## config.mk

```make
export PLATFORM = sky130hd
export DESIGN_NAME = match_result_collector
export DESIGN_NICKNAME = d
export VERILOG_FILES = /design/src/rtl/match_result_collector.sv
export SDC_FILE = /design/constraint.sdc
export NUM_CORES = 1
export LEC_CHECK = 0
export ABC_CLOCK_PERIOD_IN_PS = 4280
export BUFFER_PORTS_ARGS = -buffer_cell sky130_fd_sc_hd__buf_4
export CORE_MARGIN = 1.5
export CORE_UTILIZATION = 40
export CTS_BUF_LIST = sky130_fd_sc_hd__clkbuf_4
export DETAILED_ROUTE_END_ITERATION = 12
export MAX_ROUTING_LAYER = met4
export PLACE_DENSITY = 0.62
export SLEW_MARGIN = 20
export SYNTH_ARGS = -nofsm -noshare
export SYNTH_HDL_FRONTEND = slang
export SYNTH_SLANG_ARGS = --single-unit
```

## constraint.sdc

```tcl
create_clock -name clk -period 4.28 [get_ports clk]
set_input_delay 0.856 -clock clk [delete_from_list [all_inputs] [get_ports clk]]
set_output_delay 0.856 -clock clk [all_outputs]
set_load 0.05 [all_outputs]
```

## src/rtl/match_result_collector.sv

```systemverilog
// match_result_collector
// Collects the two per-cycle classification results of the priority solver
// into a dual-write, single-read FIFO and presents them one at a time on a
// valid/ready interface. Also keeps saturating hit/miss/drop statistics.
// The lookup side never stalls: results that find no room are dropped and
// counted, lane 1 taking precedence over lane 2 for the last free slot.

module match_result_collector #(
    parameter int RULE_ID   = 14,
    parameter int DEPTH     = 16,
    parameter int CNT_WIDTH = 32
) (
    input  logic                     clk,
    input  logic                     RSTn,
    input  logic [RULE_ID-1:0]       rule_id1,
    input  logic [RULE_ID-1:0]       rule_id2,
    input  logic                     data_valid_in1,
    input  logic                     data_valid_in2,
    input  logic                     action_valid_in1,
    input  logic                     action_valid_in2,
    output logic [RULE_ID-1:0]       out_rule_id,
    output logic                     out_hit,
    output logic                     out_lane,
    output logic                     out_valid,
    input  logic                     out_ready,
    output logic [$clog2(DEPTH):0]   fifo_count,
    output logic                     overflow_sticky,
    input  logic                     clr_stats,
    output logic [CNT_WIDTH-1:0]     hit_count,
    output logic [CNT_WIDTH-1:0]     miss_count,
    output logic [CNT_WIDTH-1:0]     drop_count
);

    localparam int AW = $clog2(DEPTH);
    localparam int CW = AW + 1;
    localparam int EW = RULE_ID + 2;   // {lane, hit, rule_id}

    logic [EW-1:0]  mem [DEPTH];
    logic [AW-1:0]  wr_ptr;
    logic [AW-1:0]  rd_ptr;

    logic [CW-1:0]  free_slots;
    logic           acc1;
    logic           acc2;
    logic [AW-1:0]  wr_addr2;
    logic [1:0]     n_accepted;
    logic [1:0]     n_drops;
    logic [1:0]     n_hits;
    logic [1:0]     n_misses;
    logic           pop;
    logic [EW-1:0]  head;

    // Saturating add of a 0..2 increment; the counter sticks at all-ones.
    function automatic logic [CNT_WIDTH-1:0] sat_add(
        input logic [CNT_WIDTH-1:0] cnt,
        input logic [1:0]           inc
    );
        logic [CNT_WIDTH:0] sum;
        sum = {1'b0, cnt} + {{(CNT_WIDTH-1){1'b0}}, inc};
        return sum[CNT_WIDTH] ? {CNT_WIDTH{1'b1}} : sum[CNT_WIDTH-1:0];
    endfunction

    // Admission: free space is taken from the registered count, so a pop in
    // the same cycle never makes room for a push. Lane 1 is served first.
    always_comb begin
        // NOTE: every signal driven here gets a value on every path, so no latch is inferred.
        free_slots = CW'(DEPTH) - fifo_count;
        acc1       = data_valid_in1 && (free_slots != '0);
        acc2       = 1'b0;
        if (data_valid_in2) begin
            acc2 = data_valid_in1 ? (free_slots >= CW'(2)) : (free_slots != '0);
        end
        wr_addr2   = wr_ptr + AW'(acc1);
        n_accepted = {1'b0, acc1} + {1'b0, acc2};
        n_drops    = {1'b0, data_valid_in1 & ~acc1} + {1'b0, data_valid_in2 & ~acc2};
        n_hits     = {1'b0, data_valid_in1 &  action_valid_in1}
                   + {1'b0, data_valid_in2 &  action_valid_in2};
        n_misses   = {1'b0, data_valid_in1 & ~action_valid_in1}
                   + {1'b0, data_valid_in2 & ~action_valid_in2};
        pop        = (fifo_count != '0) && out_ready;
    end

    // Entry storage: lane 1 lands at wr_ptr, lane 2 right after whatever lane 1 took.
    // NOTE: the memory has no reset; entries are only observable once counted in fifo_count.
    always_ff @(posedge clk) begin
        if (acc1) mem[wr_ptr]   <= {1'b0, action_valid_in1, rule_id1};
        if (acc2) mem[wr_addr2] <= {1'b1, action_valid_in2, rule_id2};
    end

    // Pointers and occupancy; an asynchronous reset empties the FIFO at once.
    always_ff @(posedge clk or negedge RSTn) begin
        if (!RSTn) begin
            // NOTE: state registers use non-blocking assignments so every flop samples pre-edge values.
            wr_ptr     <= '0;
            rd_ptr     <= '0;
            fifo_count <= '0;
        end else begin
            wr_ptr     <= wr_ptr + AW'(n_accepted);
            if (pop) rd_ptr <= rd_ptr + AW'(1);
            fifo_count <= fifo_count + CW'(n_accepted) - CW'(pop);
        end
    end

    // Statistics: every valid lane result counts, stored or dropped; clear wins.
    always_ff @(posedge clk or negedge RSTn) begin
        if (!RSTn) begin
            hit_count       <= '0;
            miss_count      <= '0;
            drop_count      <= '0;
            overflow_sticky <= 1'b0;
        end else if (clr_stats) begin
            hit_count       <= '0;
            miss_count      <= '0;
            drop_count      <= '0;
            overflow_sticky <= 1'b0;
        end else begin
            hit_count  <= sat_add(hit_count,  n_hits);
            miss_count <= sat_add(miss_count, n_misses);
            drop_count <= sat_add(drop_count, n_drops);
            if (n_drops != 2'd0) overflow_sticky <= 1'b1;
        end
    end

    // Show-ahead head entry, forced to zero while empty so reset shows all zeros.
    always_comb begin
        head        = mem[rd_ptr];
        out_valid   = (fifo_count != '0);
        out_rule_id = out_valid ? head[RULE_ID-1:0] : '0;
        out_hit     = out_valid & head[RULE_ID];
        out_lane    = out_valid & head[RULE_ID+1];
    end

endmodule

```

== Yosys cells after proc, flatten, opt, wreduce, memory -nomap -nowiden ==
Memories as Yosys holds them, arrays and structs flattened.
Cells that the tools add are included.
W data, S select, Z words.

* Flip-flop bits (word level): 110
* Bits in writable memories: 256
* Output and inout port bits: 119
* Word-level logic and storage cells: 55
* Memories kept: 1

{| class="wikitable"
|+ Memory list
! name !! depth !! width !! read ports !! clocked after memory_dff !! wr ports !! line !! text
|-
| mem || 16 || 16 || 1 || 0 || 2 || 38 || <nowiki>logic [EW-1:0] mem [DEPTH];</nowiki>
|}

* Add/subtract/negate cells: 13
* Magnitude comparators: 1
* Multiplexer cells: 15
* Bitwise gates (word level): 12
* Reductions and logical operators: 6

{| class="wikitable"
|+ Operators with widths
! cell !! count
|-
| $mux W32 || 6
|-
| $add A32 B2 Y33 || 3
|-
| $mux W14 || 1
|-
| $reduce_bool A5 Y1 || 2
|-
| $add A1 B1 Y2 || 4
|-
| $and A1 B1 Y1 || 8
|-
| $mux W1 || 8
|-
| $add A5 B2 Y5 || 1
|-
| $ge A5 B2 Y1 const B || 1
|-
| $sub A5 B1 Y5 || 1
|-
| $sub A5 B5 Y5 const A || 1
|-
| $add A4 B1 Y4 || 1
|-
| $add A4 B1 Y4 const B || 1
|-
| $add A4 B2 Y4 || 1
|-
| $not A1 Y1 || 4
|-
| $reduce_bool A2 Y1 || 2
|-
| $logic_and A1 B1 Y1 || 2
|}

== Depth between registers and ports, before layout ==
Gate-level depths: netlist of run 1.

* Depth in word-level cells: 10
* Mapped depth: 21

== Worst setup path after synthesis of run 1 ==
Ideal clock, no wire load.

* Path kind: register to register
* Start: register fifo_count[0]
* End: register drop_count[10]
* Setup time: 0.078 ns
* Data arrival time: 4.652 ns
* Setup slack: -0.450 ns
* Stages on the path, launching flop included: 21
* Buffers on the path: 4
* Clock period less this slack: 4.730 ns
* Path through: dfrtp_1 -> inv_1 -> ha_1 -> and2_1 -> ha_1 -> inv_1 -> o41ai_1 -> o21a_1 -> buf_2 -> buf_2 -> nand2_1 -> ha_1 -> ha_1 -> fa_1 -> nand3_1 -> nor4_2 -> and2_0 -> buf_2 -> nand2_2 -> buf_2 -> a21oi_1

* Longest elaborated chain between the ends: 10
* Elaborated cells between the ends (all ways): 14

{| class="wikitable"
|+ Ends and longest elaborated chain
! what !! line !! text
|-
| start, declared || 26 || <nowiki>output logic [$clog2(DEPTH):0] fifo_count,</nowiki>
|-
| start signal, assigned || 100 || <nowiki>fifo_count <= fifo_count + CW'(n_accepted) - CW'(pop);</nowiki>
|-
| $sub A5 B5 Y5 * || 67 || <nowiki>free_slots = CW'(DEPTH) - fifo_count;</nowiki>
|-
| $ge A5 B2 Y1 / $reduce_bool A5 Y1 (equally long branches) || 71, 68 ||
|-
| $mux W1 || 71 || <nowiki>acc2 = data_valid_in1 ? (free_slots >= CW'(2)) : (free_slots != '0);</nowiki>
|-
| $mux W1 || 70 || <nowiki>if (data_valid_in2) begin</nowiki>
|-
| $not A1 Y1 || 75 || <nowiki>n_drops = {1'b0, data_valid_in1 & ~acc1} + {1'b0, data_valid_in2 & ~acc2};</nowiki>
|-
| $and A1 B1 Y1 || 75 ||
|-
| $add A1 B1 Y2 * || 75 ||
|-
| $add A32 B2 Y33 * || 59 || <nowiki>sum = {1'b0, cnt} + {{(CNT_WIDTH-1){1'b0}}, inc};</nowiki>
|-
| $mux W32 * || 60 || <nowiki>return sum[CNT_WIDTH] ? {CNT_WIDTH{1'b1}} : sum[CNT_WIDTH-1:0];</nowiki>
|-
| $mux W32 * || 111 || <nowiki>end else if (clr_stats) begin</nowiki>
|-
| end signal, assigned || 119 || <nowiki>drop_count <= sat_add(drop_count, n_drops);</nowiki>
|-
| end, declared || 31 || <nowiki>output logic [CNT_WIDTH-1:0] drop_count</nowiki>
|}

Every way passes the cells marked *; elsewhere a longest branch is shown, timed or not.
A chain may end at the register's enable or synchronous reset.

== Worst setup path in the final report of run 1 ==
* Start: register rd_ptr[0]
* End: output port out_rule_id[7]

* Longest elaborated chain between the ends: 2

{| class="wikitable"
|+ Ends and longest elaborated chain
! what !! line !! text
|-
| start, declared || 40 || <nowiki>logic [AW-1:0] rd_ptr;</nowiki>
|-
| start signal, assigned || 99 || <nowiki>if (pop) rd_ptr <= rd_ptr + AW'(1);</nowiki>
|-
| $mem_v2 Z16 W16 || - ||
|-
| $mux W14 || 128 || <nowiki>out_rule_id = out_valid ? head[RULE_ID-1:0] : '0;</nowiki>
|-
| end, declared || 21 || <nowiki>output logic [RULE_ID-1:0] out_rule_id,</nowiki>
|}

Every way passes these cells.

==> results of run 1 <==
## critical path, delay by kind of cell (launching register included)
family,cells,cell delay [ns]
muxes,2,1.10
and+or+nand+nor,1,0.17
buffers and inverters,2,0.50
DFF,1,0.59
## cell families (layout without fill, tap and decap cells)
logic type               after synthesis  after routing  synth area share
XOR/XNOR                              86             86           0.03700
AND/OR/NAND/NOR                      525            525            0.1529
other                                  0              5                 0
AO/OA/AOI/OAI                        381            381            0.1410
multiplexers                          84             84           0.08965
adder cells (fa/ha/maj)               27             27           0.01826
buffers and inverters                264            477           0.06116
flip-flops                           366            366            0.5000
## registers in the layout, summed over array words and instances (netlist names)
| name | cells |
|---|---|
| fifo_count | 5 |
| overflow_sticky | 1 |
| wr_ptr | 4 |
| rd_ptr | 4 |
| miss_count | 32 |
| mem | 256 |
| hit_count | 32 |
| drop_count | 32 |
## area by class of cell
cell class / instances / area, um^2 / area share
multi-input combinational: 1103 / 9165 / 0.3872
clock inverter: 22 / 113.9 / 0.004810
clock buffer: 164 / 1231 / 0.05202
tap: 672 / 840.8 / 0.03552
inverter: 66 / 247.7 / 0.01047
sequential: 366 / 10290 / 0.4347
antenna: 5 / 12.51 / 0.0005286
timing repair buffer: 225 / 1768 / 0.07469
## metrics by stage
stage / instances / instance area [um^2] / worst slack (ns) / TNS [ns]
after global routing: 2622 / 23670 / 0.000006217 / 0
final: 2623 / 23670 / 0.1646 / 0
after detailed placement: 2432 / 22280 / -0.002085 / -0.002085
after floorplan: 1733 / 20620 / -0.03568 / -0.7136
after CTS: 2618 / 23630 / 0.00002198 / 0
after global placement: 2432 / 22280 / 0.09716 / 0
## routing by layer
metal / track usage / part of all wire
met3: 0.06597 / 0.098
met5: - / 0
met2: 0.3803 / 0.46
met1: 0.3058 / 0.38
met4: 0.1393 / 0.053
## path summary, 6_finish.rpt
| kind | to | cells after the start | start | slack [ns] |
|---|---|---|---|---|
| max | out_rule_id[7] | 5 | rd_ptr[0] | 0.16 |
| min reg2reg | mem[15][15] | 2 | mem[15][15] | 0.47 |
| max in group asynchronous | drop_count[23] | 2 | RSTn | 3.25 |
| min | miss_count[4] | 1 | RSTn | 0.10 |
| max reg2reg | mem[1][12] | 15 | fifo_count[0] | 0.30 |
| min in group clk | mem[15][15] | 2 | mem[15][15] | 0.47 |
## placed cells by master, fill, tap and decap left out, types with 41 or more instances in the layout
master	n
sky130_fd_sc_hd__edfxtp_1	240
sky130_fd_sc_hd__buf_4	218
sky130_fd_sc_hd__and3_1	175
sky130_fd_sc_hd__clkbuf_4	164
sky130_fd_sc_hd__a31o_2	122
sky130_fd_sc_hd__a31o_1	118
sky130_fd_sc_hd__nor3_1	104
sky130_fd_sc_hd__dfrtp_1	104
sky130_fd_sc_hd__a21oi_1	86
sky130_fd_sc_hd__mux4_2	80
sky130_fd_sc_hd__inv_1	65
sky130_fd_sc_hd__xor2_1	61
sky130_fd_sc_hd__nand3_1	41
## power by group through the flow
stage	clock [mW]	combinational, mW	sequential, mW
5_1_grt	3.59	6.43	5.05
3_5_place_dp	0	6.03	5.06
3_3_place_gp	0	5.97	5.03
6_report	3.32	6.10	4.99
4_1_cts	3.41	6.05	4.99
2_1_floorplan	0	4.24	4.94
## timing repair
item,4_1_cts,5_1_grt
setup endpoints to repair,27,95
gates cloned,0,0
gates resized for setup,1,8
hold buffers,0,0
endpoints found under the hold margin,0,0
buffers inserted,0,0
==> implementation parameters, run 1 <==
Parameter                              Value

Run status
  Run status    finished clean

Floorplanning
  Number of core rows    82
  Die outline height    229.7 um
  Area enclosed by the die boundary    0.05276 mm^2
  Width of the die    229.7 um
  Number of top-level design ports    155
  Starting utilization of the core area    0.4073
  Area of the core region    0.05048 mm^2

Critical path
  Most Frequent Cell on Critical Path    sky130_fd_sc_hd__mux4_2
  Worst Path Arrival    3.26 ns
  Cell-by-cell trace of the critical path    buf_6 > mux4_2 > mux4_2 > and2_1 > buf_4
  Type of element capturing the critical path    output pin
  Required time reported for the critical path endpoint    3.42 ns
  WS Path Type    reg2out
  CP Launch Type    flip-flop
  Slowest cell delay on critical path    0.63 ns
  CP max-delay cell    sky130_fd_sc_hd__mux4_2
  Top fanout value on the critical path    18

Detailed routing
  Vias post-DR    16010
  Vias per std cell    6.104
  Remaining routing DRC violations    0
  Number of nets with antenna violations after detailed routing    0
  Number of iterations in the first detailed-routing pass    6
  Final wirelength    64350 um
  DRC violation total after the first TritonRoute iteration    1479
  Wire per inst    24.53 um

Yosys
  Number of cells produced by synthesis    1733
  Count of warnings emitted by yosys    0
  Count of flip-flops with a built-in enable after synthesis    240
  Number of flip-flops and latches in the synthesized netlist    366
  Yosys top cell by area    sky130_fd_sc_hd__edfxtp_1
  Fraction of post-synthesis cell area in the top cell type by area    0.3506
  Number of nets produced by synthesis    1796
  Unique cell type count in the Yosys netlist    62
  Most instantiated cells after synthesis    240 x sky130_fd_sc_hd__edfxtp_1, 176 x sky130_fd_sc_hd__and3_1, 122 x sky130_fd_sc_hd__a31o_2
  Synth Area per Inst    11.86 um^2
  Count leader, synth    sky130_fd_sc_hd__edfxtp_1
  Post-synthesis instance area    0.02056 mm^2
  Dominant cells by area after synthesis    sky130_fd_sc_hd__edfxtp_1 35%, sky130_fd_sc_hd__dfrtp_1 13%, sky130_fd_sc_hd__mux4_2 8.8%
  Sequential element share of the synthesized area    0.5000
  Post-synth top flop    sky130_fd_sc_hd__edfxtp_1
  Post-synth ARST share    0.3005

Clock network
  Largest buffer count on any clock path    3
  Clock latency on the worst-skew pair    0.87 ns
  CTS clk-pin slew, worst paths    0.06 ns
  Clock tree from TritonCTS    built
  Clk sink count    366
  Clock Root Buffer    sky130_fd_sc_hd__clkbuf_4
  CTS Buf Count    100
  Deepest level of the CTS H-tree    3

Power
  Reported leakage power    9.867 nW
  Total power    14.42 mW
  Worst ir drop on vdd    0.4460 mV
  Power Density    609.3 mW/mm^2
  Internal cell power    8.721 mW
  Proportion of power drawn by the clock network    0.231
  Fraction of power spent switching nets    0.3954
  Fraction of power consumed by combinational cells    0.423
  Reg power frac    0.346
  Net switching power of the design    5.702 mW

Layout
  Area growth syn-to-layout    15.13%
  Layout net count    1925
  Layout cell share with drive strength beyond 1    0.3392
  Core occupancy in the finished layout    0.4689
  Fill cell instance count of the final layout    4714

Global routing
  Final global-route overflow total    0
  Vias in the first global route    16260
  GRT Util Overall    0.2512
  First-pass GRT wire length    98530 um
  Antenna violations before repair    3
  Maximum number of pins on one net before global-route repair    173

Timing
  Setup repair after global routing missed its margin    yes
  Final worst path period share    0.9615
  Worst hold margin    0.1016 ns
  Min cycle time layout    4.115 ns
  Clk_skew    0.07305 ns
  Actual transition at the worst max-transition pin    1.159 ns
  Total setup violations reported at the end of the flow    0
  Worst rel slew slack    0.2270
  Hold Violations, Final    0
  Max Transition Viols Final    0
  Maximum clock frequency    0.2430 GHz

Flow run
  # Max-Cap Violations    0

Placement
  Hpwl dp    41320 um
  Input/output buffers    154
  Weighted congestion at the end of routability-driven global placement    0.8676

Min path
  Type of the most critical hold path    in2async
Power figures use the tool's default switching activity.
==> run 2, diff against run 1 <==
--- a/config.mk
+++ b/config.mk
@@ -5,14 +5,17 @@
 export SDC_FILE = /design/constraint.sdc
 export NUM_CORES = 1
 export LEC_CHECK = 0
-export ABC_CLOCK_PERIOD_IN_PS = 4280
+export ABC_AREA = 1
+export ABC_CLOCK_PERIOD_IN_PS = 4500
 export BUFFER_PORTS_ARGS = -buffer_cell sky130_fd_sc_hd__buf_4
+export CELL_PAD_IN_SITES_DETAIL_PLACEMENT = 2
+export CELL_PAD_IN_SITES_GLOBAL_PLACEMENT = 2
 export CORE_MARGIN = 1.5
-export CORE_UTILIZATION = 40
+export CORE_UTILIZATION = 37
 export CTS_BUF_LIST = sky130_fd_sc_hd__clkbuf_4
 export DETAILED_ROUTE_END_ITERATION = 12
 export MAX_ROUTING_LAYER = met4
-export PLACE_DENSITY = 0.62
+export PLACE_DENSITY = 0.86
 export SLEW_MARGIN = 20
 export SYNTH_ARGS = -nofsm -noshare
 export SYNTH_HDL_FRONTEND = slang
==> constraint.sdc (replaced) <==
create_clock -name clk -period 4.5 [get_ports clk]
set_input_delay 0.9 -clock clk [delete_from_list [all_inputs] [get_ports clk]]
set_output_delay 0.9 -clock clk [all_outputs]
set_load 0.05 [all_outputs]
==> implementation parameters, run 2 <==
Parameter                              Value

Yosys
  Number of flip-flops and latches in the synthesized netlist    366
  Dominant cells by area after synthesis    sky130_fd_sc_hd__edfxtp_1 31%, sky130_fd_sc_hd__nand2_1 16%, sky130_fd_sc_hd__dfrtp_1 12%
  Fraction of post-synthesis cell area in the top cell type by area    0.3081
  Post-synthesis instance area    0.02339 mm^2
  Number of nets produced by synthesis    3252
  Count leader, synth    sky130_fd_sc_hd__nand2_1
  Count of warnings emitted by yosys    0
  Yosys top cell by area    sky130_fd_sc_hd__edfxtp_1
  Number of cells produced by synthesis    3189
  Post-synth ARST share    0.3005
  Synth Area per Inst    7.336 um^2
  Sequential element share of the synthesized area    0.4394
  Unique cell type count in the Yosys netlist    33
  Count of flip-flops with a built-in enable after synthesis    240
  Most instantiated cells after synthesis    1015 x sky130_fd_sc_hd__nand2_1, 572 x sky130_fd_sc_hd__nor2_1, 243 x sky130_fd_sc_hd__nand4_1
  Post-synth top flop    sky130_fd_sc_hd__edfxtp_1

Critical path
  Worst Path Arrival    3.55 ns
  Required time reported for the critical path endpoint    3.60 ns
  Top fanout value on the critical path    46
  Type of element capturing the critical path    output pin
  Cell-by-cell trace of the critical path    inv_2 > buf_6 > nand2_1 > nand2_1 > nand2_1 > nand3_1 > nand3_1 > a21oi_1 > buf_4
  CP Launch Type    flip-flop
  Family with the most delay on the worst path    buffers and inverters
  Most Frequent Cell on Critical Path    sky130_fd_sc_hd__nand2_1
  Crit path buffers/inverters    3
  CP max-delay cell    sky130_fd_sc_hd__dfrtp_4
  WS Path Type    reg2out
  Slowest cell delay on critical path    0.70 ns

Timing
  Total setup violations reported at the end of the flow    0
  Worst rel slew slack    0.1213
  Max Transition Viols Final    0
  Min cycle time layout    4.447 ns
  Clk_skew    0.09609 ns
  Maximum clock frequency    0.2249 GHz
  Hold Violations, Final    0
  Final worst path period share    0.9882
  Actual transition at the worst max-transition pin    1.317 ns

Run status
  Run status    finished clean

Layout
  Layout cell share with drive strength beyond 1    0.1356
  Area growth syn-to-layout    12.57%
  Area of the multi-input gates    0.01102 mm^2
  Max reg flops    256
  Fill cell instance count of the final layout    7316
  Highest-count cells in the layout ignoring fill and taps    1015 x sky130_fd_sc_hd__nand2_1, 572 x sky130_fd_sc_hd__nor2_1, 243 x sky130_fd_sc_hd__nand4_1
  Leading cell type in the layout, fill and taps excluded    sky130_fd_sc_hd__nand2_1
  Area of all placed cells without fillers    0.02633 mm^2
  Register name with the most flops    mem
  Core occupancy in the finished layout    0.4244
  Layout net count    3340
  Register area    0.01028 mm^2

Global routing
  Vias in the first global route    26440
  Final global-route overflow total    0
  Antenna violations before repair    3
  First-pass GRT wire length    161500 um
  GRT Util Overall    0.3411
  Maximum number of pins on one net before global-route repair    143

Detailed routing
  Vias per std cell    5.780
  Remaining routing DRC violations    0
  Number of iterations in the first detailed-routing pass    5
  Final wirelength    107800 um
  Wire per inst    25.65 um
  DRC violation total after the first TritonRoute iteration    1963
  Vias post-DR    24300
  Number of nets with antenna violations after detailed routing    0

Clock network
  Clock tree from TritonCTS    built
  Clk sink count    366
  Deepest level of the CTS H-tree    3
  CTS Buf Count    108
  Clock Root Buffer    sky130_fd_sc_hd__clkbuf_4
  Largest buffer count on any clock path    3
  Hold Buf Count CTS    0
  CTS clk-pin slew, worst paths    0.06 ns
  Clock latency on the worst-skew pair    0.98 ns

Placement
  Placed Instance Area    0.02488 mm^2
  Weighted congestion at the end of routability-driven global placement    0.9187
  Input/output buffers    154
  Hpwl dp    68730 um

Power
  Proportion of power drawn by the clock network    0.231
  Fraction of power spent switching nets    0.4852
  Power Density    577.6 mW/mm^2
  Worst ir drop on vdd    0.2950 mV
  Net switching power of the design    7.380 mW
  Internal cell power    7.832 mW
  Reported leakage power    11.91 nW
  Fraction of power consumed by combinational cells    0.458
  Reg power frac    0.311

Floorplanning
  Number of top-level design ports    155
  Area enclosed by the die boundary    0.06474 mm^2
  Area of the core region    0.06205 mm^2
  Die outline height    254.5 um
  Width of the die    254.5 um
  Number of core rows    91
  Starting utilization of the core area    0.3770

Min path
  Type of the most critical hold path    in2async

Flow run
  # Max-Cap Violations    0
run 2: changes by cell type in the layout (fill, tap and decap cells not counted), sizes merged, moves of 46 or more:
cell and delta:
nand3 +191, o21ai +60, mux4 -80, nand2 +976, a31o -240, xor2 -46
nor2 +565, nand4 +215, nor3 -107, inv +179, and3 -176
run 2: power by group through the flow:
stage / clock network (mW) / registers [mW] / logic, mW
6_report: 3.52 / 4.73 / 6.97
5_1_grt: 3.71 / 4.77 / 7.36
4_1_cts: 3.54 / 4.74 / 6.76
3_5_place_dp: 0 / 4.80 / 6.65
3_3_place_gp: 0 / 4.74 / 6.28
2_1_floorplan: 0 / 4.67 / 4.36
run 2: worst reg2reg max path, cell delays in order (launching register included):
cell                      delay, ns
sky130_fd_sc_hd__dfrtp_1       0.42
sky130_fd_sc_hd__inv_1         0.14
sky130_fd_sc_hd__ha_1          0.22
sky130_fd_sc_hd__nand2_1       0.05
sky130_fd_sc_hd__inv_1         0.04
sky130_fd_sc_hd__ha_1          0.27
sky130_fd_sc_hd__inv_1         0.05
sky130_fd_sc_hd__nor2_1        0.16
sky130_fd_sc_hd__nand3_1       0.12
sky130_fd_sc_hd__nand2_1       0.09
sky130_fd_sc_hd__inv_1         0.08
sky130_fd_sc_hd__ha_1          0.26
sky130_fd_sc_hd__ha_1          0.35
sky130_fd_sc_hd__inv_1         0.10
sky130_fd_sc_hd__nand2_1       0.28
sky130_fd_sc_hd__nor2_4        0.34
sky130_fd_sc_hd__nand3_4       0.23
sky130_fd_sc_hd__nand2_1       0.66
run 2: area by class of cell:
| type | count | share of cell area |
|---|---|---|
| Inverter | 247 | 0.03535 |
| Clock buffer | 162 | 0.04618 |
| Clock inverter | 34 | 0.007935 |
| Multi-Input combinational cell | 2348 | 0.4183 |
| Sequential cell | 366 | 0.3906 |
| Timing Repair Buffer | 206 | 0.06148 |
| Antenna cell | 4 | 0.0003801 |
| Tap cell | 837 | 0.03977 |
run 2: per-stage QoR:
step           instances  hold slack (ns)  setup slack (ns)   TNS (ns)  power (mW)
6_report            4204          0.07063           0.05315          0       15.21
4_1_cts             4199          0.09548           0.03990          0       15.04
2_1_floorplan       3189           0.4207            0.3977          0       9.031
3_5_place_dp        4003           0.4422            0.4241          0       11.45
3_3_place_gp        4003           0.4329            0.6929          0       11.02
5_1_grt             4204           0.1092         -0.001530  -0.001530       15.84
run 2: what timing repair did:
item,CTS,global route
endpoints found under the setup margin,2,9
endpoints found under the hold margin,0,0
resized for setup,1,0
setup buffers,0,1
run 2: path summary, 6_finish.rpt:
check / from / endpoint / slack [ns] / depth (start not counted)
max in group asynchronous: RSTn / overflow_sticky / 3.49 / 2
worst max register to register: fifo_count[2] / mem[5][13] / 0.25 / 17
min in group clk: out_ready / rd_ptr[0] / 0.32 / 3
worst min register to register: mem[15][15] / mem[15][15] / 0.46 / 2
worst min-delay path: RSTn / hit_count[24] / 0.07 / 1
worst max-delay path: rd_ptr[0] / out_rule_id[13] / 0.05 / 9
run 2: kinds of logic after synthesis:
logic type               count (synthesis)  share of synthesized area
AND/OR/NAND/NOR                       2106                     0.3985
buffers and inverters                  475                    0.09023
flip-flops                             366                     0.4394
AO/OA/AOI/OAI                          180                    0.04268
XOR/XNOR                                35                    0.01310
adder cells (fa/ha/maj)                 27                    0.01605
run 2: per-layer routing:
layer  GRT usage  vias up  share of wire
met4      0.1922        0          0.061
met3     0.05419      403          0.065
met1      0.3954    12220           0.39
met2      0.5631     1029           0.49
met5           -        -              0
li1            -    10650              -
